===== config.mk =====
export PLATFORM = sky130hd
export DESIGN_NAME = me_stage
export DESIGN_NICKNAME = d
export VERILOG_FILES = /design/src/rtl/me_pkg.sv /design/src/rtl/me_load_align.sv /design/src/rtl/me_stage.sv
export SDC_FILE = /design/constraint.sdc
export NUM_CORES = 1
export LEC_CHECK = 0
export CORE_ASPECT_RATIO = 2
export CORE_UTILIZATION = 49
export CTS_BUF_LIST = sky130_fd_sc_hd__clkbuf_4 sky130_fd_sc_hd__clkbuf_8 sky130_fd_sc_hd__clkbuf_16
export DETAILED_ROUTE_END_ITERATION = 8
export PLACE_DENSITY = 0.86
export SLEW_MARGIN = 20
export SYNTH_ARGS = -nofsm -noshare
export SYNTH_HDL_FRONTEND = slang
export SYNTH_SLANG_ARGS = --single-unit
export TNS_END_PERCENT = 20

===== constraint.sdc =====
create_clock -name clk -period 2.4 [get_ports clk]
set_clock_uncertainty 0.1 [all_clocks]
set_input_delay 0.48 -clock clk [delete_from_list [all_inputs] [get_ports clk]]
set_output_delay 0.48 -clock clk [all_outputs]
set_load 0.02 [all_outputs]

===== src/rtl/me_pkg.sv =====
// Shared EX->ME and ME->WB bus layout and load-op encodings for the LoongArch pipeline.
// Latency: none (constants only).
// Backpressure: none. ME_LOAD_EXT_EN adds a 3-bit ld_op field at the bottom of EX_to_ME_Bus.
package me_pkg;

`ifdef ME_LOAD_EXT_EN
    localparam int EM_W = 74;
`else
    localparam int EM_W = 71;
`endif
    localparam int MW_W = 70;

    // EX_to_ME_Bus, MSB first: pc, res_from_mem, gr_we, dest, alu_result, [ld_op]
    localparam int EM_LDOP_LSB = 0;
    localparam int EM_ALU_LSB  = EM_W - 71;
    localparam int EM_DEST_LSB = EM_ALU_LSB + 32;
    localparam int EM_GRWE_BIT = EM_ALU_LSB + 37;
    localparam int EM_RFM_BIT  = EM_ALU_LSB + 38;
    localparam int EM_PC_LSB   = EM_ALU_LSB + 39;

    // ME_to_WB_Bus, MSB first: pc, gr_we, dest, final_result
    localparam int MW_RES_LSB  = 0;
    localparam int MW_DEST_LSB = 32;
    localparam int MW_GRWE_BIT = 37;
    localparam int MW_PC_LSB   = 38;

    // ld_op encodings; 101..111 behave as LD_W
    localparam logic [2:0] LD_W  = 3'b000;
    localparam logic [2:0] LD_B  = 3'b001;
    localparam logic [2:0] LD_BU = 3'b010;
    localparam logic [2:0] LD_H  = 3'b011;
    localparam logic [2:0] LD_HU = 3'b100;

endpackage


===== src/rtl/me_load_align.sv =====
// Selects and extends the byte/halfword lane of a loaded word (only built with ME_LOAD_EXT_EN).
// Latency: combinational.
// Backpressure: none; pure datapath.
module me_load_align
    import me_pkg::*;
(
    input  logic [31:0] mem_word,
    input  logic [1:0]  addr,
    input  logic [2:0]  ld_op,
    output logic [31:0] load_data
);

    logic [7:0]  byte_lane;
    logic [15:0] half_lane;

    // Lane selection by the low address bits; misaligned addresses are not trapped here
    always_comb begin
        byte_lane = mem_word[7:0];
        case (addr)
            2'd0:    byte_lane = mem_word[7:0];
            2'd1:    byte_lane = mem_word[15:8];
            2'd2:    byte_lane = mem_word[23:16];
            default: byte_lane = mem_word[31:24];
        endcase
        half_lane = addr[1] ? mem_word[31:16] : mem_word[15:0];
    end

    // Extension per load type; unused encodings fall back to the full word
    always_comb begin
        load_data = mem_word;
        case (ld_op)
            LD_B:    load_data = {{24{byte_lane[7]}}, byte_lane};
            LD_BU:   load_data = {24'd0, byte_lane};
            LD_H:    load_data = {{16{half_lane[15]}}, half_lane};
            LD_HU:   load_data = {16'd0, half_lane};
            default: load_data = mem_word;
        endcase
    end

endmodule


===== src/rtl/me_stage.sv =====
// Memory-access stage: latches EX->ME bus, buffers the SRAM read response across WB stalls, builds writeback value.
// Latency: one cycle from EX handoff to ME_to_WB_Valid when WB is not stalling.
// Backpressure: ME_Allow_in drops while holding an instruction WB refuses; ME_LOAD_EXT_EN enables byte/halfword loads.
module me_stage
    import me_pkg::*;
(
    input  logic             clk,
    input  logic             reset,
    input  logic             EX_to_ME_Valid,
    output logic             ME_Allow_in,
    input  logic [EM_W-1:0]  EX_to_ME_Bus,
    input  logic [31:0]      data_sram_rdata,
    output logic             ME_to_WB_Valid,
    input  logic             WB_Allow_in,
    output logic [MW_W-1:0]  ME_to_WB_Bus,
    output logic [4:0]       ME_dest
);

    logic            me_valid;
    logic            me_ready_go;
    logic [EM_W-1:0] me_bus;
    logic [31:0]     rdata_buf;
    logic            buf_valid;
    logic            leave;

    logic [31:0] pc;
    logic        res_from_mem;
    logic        gr_we;
    logic [4:0]  dest;
    logic [31:0] alu_result;
    logic [31:0] mem_word;
    logic [31:0] load_data;
    logic [31:0] final_result;

    assign me_ready_go    = 1'b1;
    assign ME_Allow_in    = !me_valid || (me_ready_go && WB_Allow_in);
    assign ME_to_WB_Valid = me_valid && me_ready_go;
    assign leave          = ME_to_WB_Valid && WB_Allow_in;

    // Valid bit follows EX whenever this stage can take a new instruction
    always_ff @(posedge clk) begin
        if (reset) begin
            me_valid <= 1'b0;
        end else if (ME_Allow_in) begin
            me_valid <= EX_to_ME_Valid;
        end
    end

    // Bus register loads only on a real handoff so a held instruction stays intact
    always_ff @(posedge clk) begin
        if (reset) begin
            me_bus <= '0;
        end else if (EX_to_ME_Valid && ME_Allow_in) begin
            me_bus <= EX_to_ME_Bus;
        end
    end

    // The SRAM response is only valid in the first residency cycle; keep it while WB stalls.
    // Leaving always clears, so a same-cycle newcomer starts reading live data.
    always_ff @(posedge clk) begin
        if (reset) begin
            buf_valid <= 1'b0;
            rdata_buf <= 32'd0;
        end else if (leave) begin
            buf_valid <= 1'b0;
        end else if (me_valid && !buf_valid && !WB_Allow_in) begin
            buf_valid <= 1'b1;
            rdata_buf <= data_sram_rdata;
        end
    end

    assign pc           = me_bus[EM_PC_LSB +: 32];
    assign res_from_mem = me_bus[EM_RFM_BIT];
    assign gr_we        = me_bus[EM_GRWE_BIT];
    assign dest         = me_bus[EM_DEST_LSB +: 5];
    assign alu_result   = me_bus[EM_ALU_LSB +: 32];

    assign mem_word = buf_valid ? rdata_buf : data_sram_rdata;

`ifdef ME_LOAD_EXT_EN
    logic [2:0] ld_op;
    assign ld_op = me_bus[EM_LDOP_LSB +: 3];

    me_load_align u_load_align (
        .mem_word  (mem_word),
        .addr      (alu_result[1:0]),
        .ld_op     (ld_op),
        .load_data (load_data)
    );
`else
    assign load_data = mem_word;
`endif

    assign final_result = res_from_mem ? load_data : alu_result;

    assign ME_to_WB_Bus = {pc, gr_we, dest, final_result};
    assign ME_dest      = (me_valid && gr_we) ? dest : 5'd0;

endmodule


== Yosys cells after proc, flatten, opt, wreduce, memory -nomap -nowiden ==
Index checks and enable logic that the tools add are counted.

* Flip-flop bits (word level): 105
* Bits in latches: 0
* Memory bits (writable): 0
* Bits in read-only memories: 0
* Input port bits: 107
* Output and inout port bits: 77
* Word-level logic and storage cells: 19
* Memories kept: 0

* Add/sub/neg operators: 0
* Multipliers: 0
* Divide/modulo/power cells: 0
* $lt $le $gt $ge: 0
* Equal/unequal tests: 0
* Shift-type cells: 0
* Muxes and demuxes: 3
* Bitwise operators: 1
* Reductions and logical operators: 11

{| class="wikitable"
|+ Operators by type and width
! cell !! number
|-
| 2-to-1 mux 32 bit || 2
|-
| logical AND 1 bit || 5
|-
| 2-to-1 mux 5 bit || 1
|-
| logical NOT 1 bit || 3
|-
| AND reduction 2 bit || 1
|-
| OR reduction 2 bit || 1
|-
| logical OR 1 bit || 1
|-
| inverter 1 bit || 1
|}

== Logic depth before layout (Yosys ltp) ==
Gate-level depths: netlist (run 1).

* Depth in word-level cells: 4
* Gate-level depth with buffers: 6
* Gate-level depth less buffers: 3

== Worst setup path before layout (run 1) ==
Ideal clock, no wire load.

* Kind: flip-flop to output port
* From: reg me_bus[38]
* To: out ME_to_WB_Bus[10]
* Arrival: 1.257 ns
* Slack: 0.563 ns
* Stages on the path, launching flop included: 5
* Buffers on the path: 2
* Path through: dfxtp_1 clkbuf_1 buf_1 nor2_1 a21oi_1

* Longest elaborated chain between the ends: 1

{| class="wikitable"
|+ Ends and longest elaborated chain
! what !! RTL line !! source
|-
| start, declared || me_stage.sv:21 || <nowiki>logic [EM_W-1:0] me_bus;</nowiki>
|-
| start signal, assigned || me_stage.sv:54 || <nowiki>me_bus <= EX_to_ME_Bus;</nowiki>
|-
| 2-to-1 mux 32 bit || me_stage.sv:94 || <nowiki>assign final_result = res_from_mem ? load_data : alu_result;</nowiki>
|-
| end, declared || me_stage.sv:15 || <nowiki>output logic [MW_W-1:0] ME_to_WB_Bus,</nowiki>
|}

Every way passes these cells.

== Worst setup path after layout (run 1) ==
* From: in WB_Allow_in
* To: out ME_Allow_in

* Longest elaborated chain between the ends: 1

{| class="wikitable"
|+ Ends and longest elaborated chain
! what !! RTL line !! source
|-
| start, declared || me_stage.sv:14 || <nowiki>input logic WB_Allow_in,</nowiki>
|-
| logical OR 1 bit || me_stage.sv:36 || <nowiki>assign ME_Allow_in = !me_valid || (me_ready_go && WB_Allow_in);</nowiki>
|-
| end, declared || me_stage.sv:10 || <nowiki>output logic ME_Allow_in,</nowiki>
|}

Every way passes these cells.

==> out/qor.csv, run 1 <==
metric,value,unit
Final ANT Viol Nets,0,
Via Count,4740,
largest net degree at the start of global routing,145,
Max Cap Violations,0,
antenna violations before repair,1,
Syn Inst Count,622,
die height,148,um
WS Path Type,primary input to output pin,
setup TNS,0,ps
Iter 0 DRT Violations,214,
area delta synth->final,36.2,%
most numerous cell in the Yosys netlist,a21oi_1,
Yosys Warn Count,0,
drt first pass iters,4,
Fin. Hold Viols,0,
relative slew slack,0.611,
overall global routing resource usage,0.261,
crit path DAT,1710,ps
sequential share of the synthesized area,0.404,
synthesized net count,729,
number of flops mapped to enable cells by yosys,0,
first-pass GRT wire length,22100,um
measured slew at the worst slew-check pin,583,ps
CP Data Required Time,1820,ps
core area,10200,sq um
# H-tree levels,3,
RSZ-0062 raised after global routing,false,
maximum clock rate,0.437,GHz
Final setup viols,0,
hpwl dp,9850,um
simple-gate share of the synthesized area,0.150,
row cnt,52,
count of buffers from port buffering,183,
Netlist cell types,17,
Congestion Overflow GR,0,
vias in the first global route,4664,
Area contributors post-synth,"dfxtp_1, a21bo_2, a21oi_1, nand3_1, buf_4",
Placed Area,6810,sq um
Longest Clk Path Bufs,2,
LEAKAGE,2.72,nW
asr flop ratio synth,0,
post-route cell area,7080,sq um
Routed WL per cell,16.5,um
"FF+latch count, synth",105,
largest family of logic cells by synthesized area,compound AO/OA/AOI/OAI gates,
final RePlAce weighted congestion,0.858,
startpoint types,primary input,
# Post-CTS Setup Buffers,0,
post-synthesis xor/xnor area fraction,0,
DRC viols,0,
final period utilization,0.953,
Num Clock Sinks,105,
Yosys top cell by area,dfxtp_1,
clk slew on worst S/H paths,60,ps
switching share of power,0.269,
Clock Tree Root,clkbuf_16,
Horiz. Die Dim,74.8,um
status,finished clean,
PwrDens,592,nW/um^2
Int Power,3.06,mW
WL final,14300,um
Tmin final,2290,ps
area fraction in compound gates after synthesis,0.269,
Finished Layout Cells,870,
CP Max Fanout,2,
clk_lat worst skew,340,ps
Post-Syn Area,5200,sq um
layout cell share with drive strength beyond 1,0.146,
worst vdd ir,0.644,mV
worst hold path type,register to register,
sequential share of power,0.450,
Tot Pwr,4.19,mW
endpoint class of the critical path,output pin,
clock power share,0.336,
post-synthesis adder-cell area fraction,0,
die area,11000,sq um
cts bufs inserted,9,
initial core utilization,0.509,
switching pwr,1.13,mW
Logic pwr share,0.214,
post-synthesis mux area share,0.0616,
synth cell count leaders,"a21oi_1, dfxtp_1, a21bo_2, nand3_1, nand2_1",
CTS tree,built,
I/O pins,184,
Layout Nets,836,
"Avg Cell Area, Syn",8.36,sq um
DP Cell Count,853,
dominant synthesized flop cell,dfxtp_1,
worst hold slack,358,ps
Synth top area share,0.404,
Final Max Tran Viols,0,
vias per cell,5.45,
-- cells in the final DEF, fill, tap and decap left out, drive strengths merged, types with 2 or more instances in the layout --
master	count
clkdlybuf4s50	149
nand2	64
dlygate4sd2	29
nor2	32
nand3	71
and3	5
dlymetal6s2s	3
a21bo	71
nand2b	2
clkinv	2
a21oi	137
dfxtp	105
mux2i	32
clkbuf	12
inv	2
buf	15
-- timing repair --
action                                  in CTS  in global routing
endpoints found under the setup margin      30                  5
hold buffers                                 0                  0
gates resized for setup                     31                  4
-- area by class of cell --
class                      instances  area [sq um]
antenna                            1          2.50
clock buffer                      12           260
clock inverter                     4          26.3
fill                             824          3130
inverter                           1          3.75
multi-input combinational        416          2510
sequential                       105          2110
tap                              135           169
timing repair buffer             196          2000
-- per-stage QoR --
step	worst slack, ps	util
5_1_grt	46.3	0.693
6_report	113	0.693
2_1_floorplan	563	-
3_3_place_gp	-46.4	0.667
4_1_cts	1.34	0.692
3_5_place_dp	-54.2	0.667
-- metal layers --
layer  track usage  up-vias  part of all wire
li1              -     2320                 -
met1         0.265     2203              0.36
met2         0.457      163              0.53
met3        0.0539       54             0.048
met4         0.176        0             0.059
met5             0        -                 0
-- critical path, stage by stage --
cell             delay, ps
clkdlybuf4s50_1        470
nand2b_4               140
clkdlybuf4s50_1        610
-- registers in the layout, summed over array words and instances, names as in the netlist --
register,flops
buf_valid,1
me_bus,71
ME_to_WB_Valid,1
rdata_buf,32
-- final timing paths --
| path | from | to | slack (ps) | cells past startpoint |
|---|---|---|---|---|
| worst max register to register | ME_to_WB_Valid | me_bus[13] | 870 | 4 |
| worst max-delay path | WB_Allow_in | ME_Allow_in | 110 | 3 |
| worst min register to register | rdata_buf[13] | rdata_buf[13] | 360 | 2 |
| worst min-delay path | rdata_buf[13] | rdata_buf[13] | 360 | 2 |
-- cells by family after synthesis --
logic type / count (synthesis)
AOI/OAI and AO/OA: 208
and+or+nand+nor: 176
DFF: 105
buffers and inverters: 101
muxes: 32
-- power groups by stage --
| stage | logic [mW] | clock network (mW) | registers, mW |
|---|---|---|---|
| 2_1_floorplan | 0.539 | 0 | 1.90 |
| 3_3_place_gp | 0.910 | 0 | 1.92 |
| 3_5_place_dp | 0.931 | 0 | 1.93 |
| 4_1_cts | 0.900 | 1.43 | 1.89 |
| 5_1_grt | 0.960 | 1.51 | 1.90 |
| 6_report | 0.897 | 1.41 | 1.89 |
Power figures use the tool's default switching activity.
==> inputs of run 2 (changes only) <==
Settings changed: CORE_MARGIN from default to 3.
==> run 2 against run 1 <==
  * Fmax decreased by 2.0%
  * Register-to-register slack got worse by 130 ps
  * Non-clock buffer count grew 1
  * Count of clock-buffer cells in the layout shrank 1
  * Critical endpoint is now ME_dest[1]
  * Largest cell class unchanged
==> out/qor.csv, run 2 (synthesis gave the netlist of run 1 again) <==
metric,value,unit,change
status,finished clean,,unchanged
Iter 0 DRT Violations,260,,was 214
Max Cap Violations,0,,unchanged
row cnt,52,,unchanged
die height,152,um,was 148 um
pre-CTS setup slack,-60.7,ps,was -54.2 ps
antenna violations before repair,0,,was 1
area delta synth->final,37.5,%,was 36.2%
clk slew on worst S/H paths,60,ps,about the same
RSZ-0062 raised after global routing,false,,unchanged
layout cell share with drive strength beyond 1,0.144,,was 0.146
DRC viols,0,,unchanged
post-route cell area,7150,sq um,was 7080 sq um
vias in the first global route,4586,,was 4664
WL met1,5190,um,was 5130 um
most frequent cells in the layout,"clkdlybuf4s50_1, a21oi_1, dfxtp_1",,unchanged
Via Count,4749,,was 4740
initial core utilization,0.509,,unchanged
Tmin final,2340,ps,was 2290 ps
Horiz. Die Dim,78.8,um,was 74.8 um
WL final,14300,um,about the same
I/O pins,184,,unchanged
Congestion Overflow GR,0,,unchanged
Final ANT Viol Nets,0,,unchanged
CP Max Fanout,10,,was 2
CTS tree,built,,unchanged
relative slew slack,0.584,,was 0.611
first-pass GRT wire length,22300,um,was 22100 um
largest registers,"me_bus (71), rdata_buf (32)",,unchanged
LEAKAGE,2.78,nW,was 2.72 nW
Routed WL per cell,16.4,um,was 16.5 um
Layout Nets,837,,was 836
clk_lat worst skew,340,ps,about the same
count of buffers from port buffering,183,,unchanged
Setup WS post-layout,65.0,ps,was 113 ps
Longest Clk Path Bufs,2,,unchanged
PwrDens,614,nW/um^2,was 592 nW/um^2
measured slew at the worst slew-check pin,624,ps,was 583 ps
crit path DAT,1760,ps,was 1710 ps
setup TNS,0,ps,unchanged
largest reg by FF count,me_bus,,unchanged
endpoint class of the critical path,output pin,,unchanged
largest net degree at the start of global routing,145,,unchanged
die area,12000,sq um,was 11000 sq um
Final Max Tran Viols,0,,unchanged
final period utilization,0.973,,was 0.953
CP Data Required Time,1820,ps,about the same
Clock Tree Root,clkbuf_16,,unchanged
startpoint types,register,,was primary input
diodes inserted,0,,was 1
"commonest non-fill, non-tap cell in the layout",clkdlybuf4s50_1,,unchanged
wire length on met3,750,um,was 688 um
overall global routing resource usage,0.235,,was 0.261
vias per cell,5.46,,was 5.45
worst vdd ir,0.432,mV,was 0.644 mV
fin util,0.700,,was 0.693
Final setup viols,0,,unchanged
worst hold path type,register to register,,unchanged
maximum clock rate,0.428,GHz,was 0.437 GHz
FILL cells,804,,was 824
worst hold slack,355,ps,was 358 ps
cts bufs inserted,9,,unchanged
hpwl dp,10000,um,was 9850 um
drt first pass iters,4,,unchanged
WL met2,7790,um,was 7670 um
Placed Area,6830,sq um,was 6810 sq um
# H-tree levels,3,,unchanged
WS Path Type,register to output pin,,was primary input to output pin
Largest register FFs,71,,unchanged
core area,10200,sq um,unchanged
top sig layer,met4,,unchanged
Fin. Hold Viols,0,,unchanged
Num Clock Sinks,105,,unchanged
final RePlAce weighted congestion,0.849,,was 0.858
-- run 2: cell types whose count changed in the layout (fill, tap and decap cells not counted), sizes merged --
cell          previous run  this run
clkbuf                  12        11
buf                     15        16
clkinv                   2         1
dlymetal6s2s             3         6
inv                      2         1
dlygate4sd2             29        26
bufinv                   0         2
diode                    1         0
-- run 2: path summary, 6_finish.rpt --
check	from	endpoint	slack, ps	cells after the start
worst min-delay path	rdata_buf[13]	rdata_buf[13]	350	2
worst max-delay path	ME_to_WB_Valid	ME_dest[1]	60	2
worst max register to register	ME_to_WB_Valid	me_bus[22]	740	4
worst min register to register	rdata_buf[13]	rdata_buf[13]	350	2
-- run 2: through the flow --
step,instances,power [mW]
floorplan,622,2.44
CTS,869,4.42
global route,869,4.55
finish,869,4.39
global placement,854,2.83
detailed placement,854,2.86
-- run 2: critical path, cell delays in order, from the launching register on --
cell and delay (ps):
dfxtp_1 550, and3_1 240, clkdlybuf4s50_1 630
-- run 2: report_power, final --
group | total [mW] | switching, mW | internal [mW]
clock | 1.60 | 0.632 | 0.967
sequential | 1.89 | 0.0517 | 1.83
combinational | 0.901 | 0.440 | 0.461
total | 4.39 | 1.12 | 3.26
-- run 2: area by class of cell --
type                       count  area [sq um]  share of cell area
multi-input combinational    416          2510               0.351
sequential                   105          2110               0.295
timing repair buffer         197          2030               0.284
clock buffer                  11           253              0.0354
tap                          135           169              0.0236
clock inverter                 4          76.3              0.0107
inverter                       1          3.75            0.000525
-- run 2: what timing repair did --
action,in CTS,in global routing
resized for setup,27,6
hold buffers,0,0
pin swaps,0,0
endpoints found under the setup margin,31,6
cloned,0,0
setup buffers,0,0
-- run 2: layer usage --
metal  track usage  vias up
met2         0.439      173
met3        0.0361       40
met4         0.110        0
met1         0.255     2221
met5             0        -
li1              -     2315
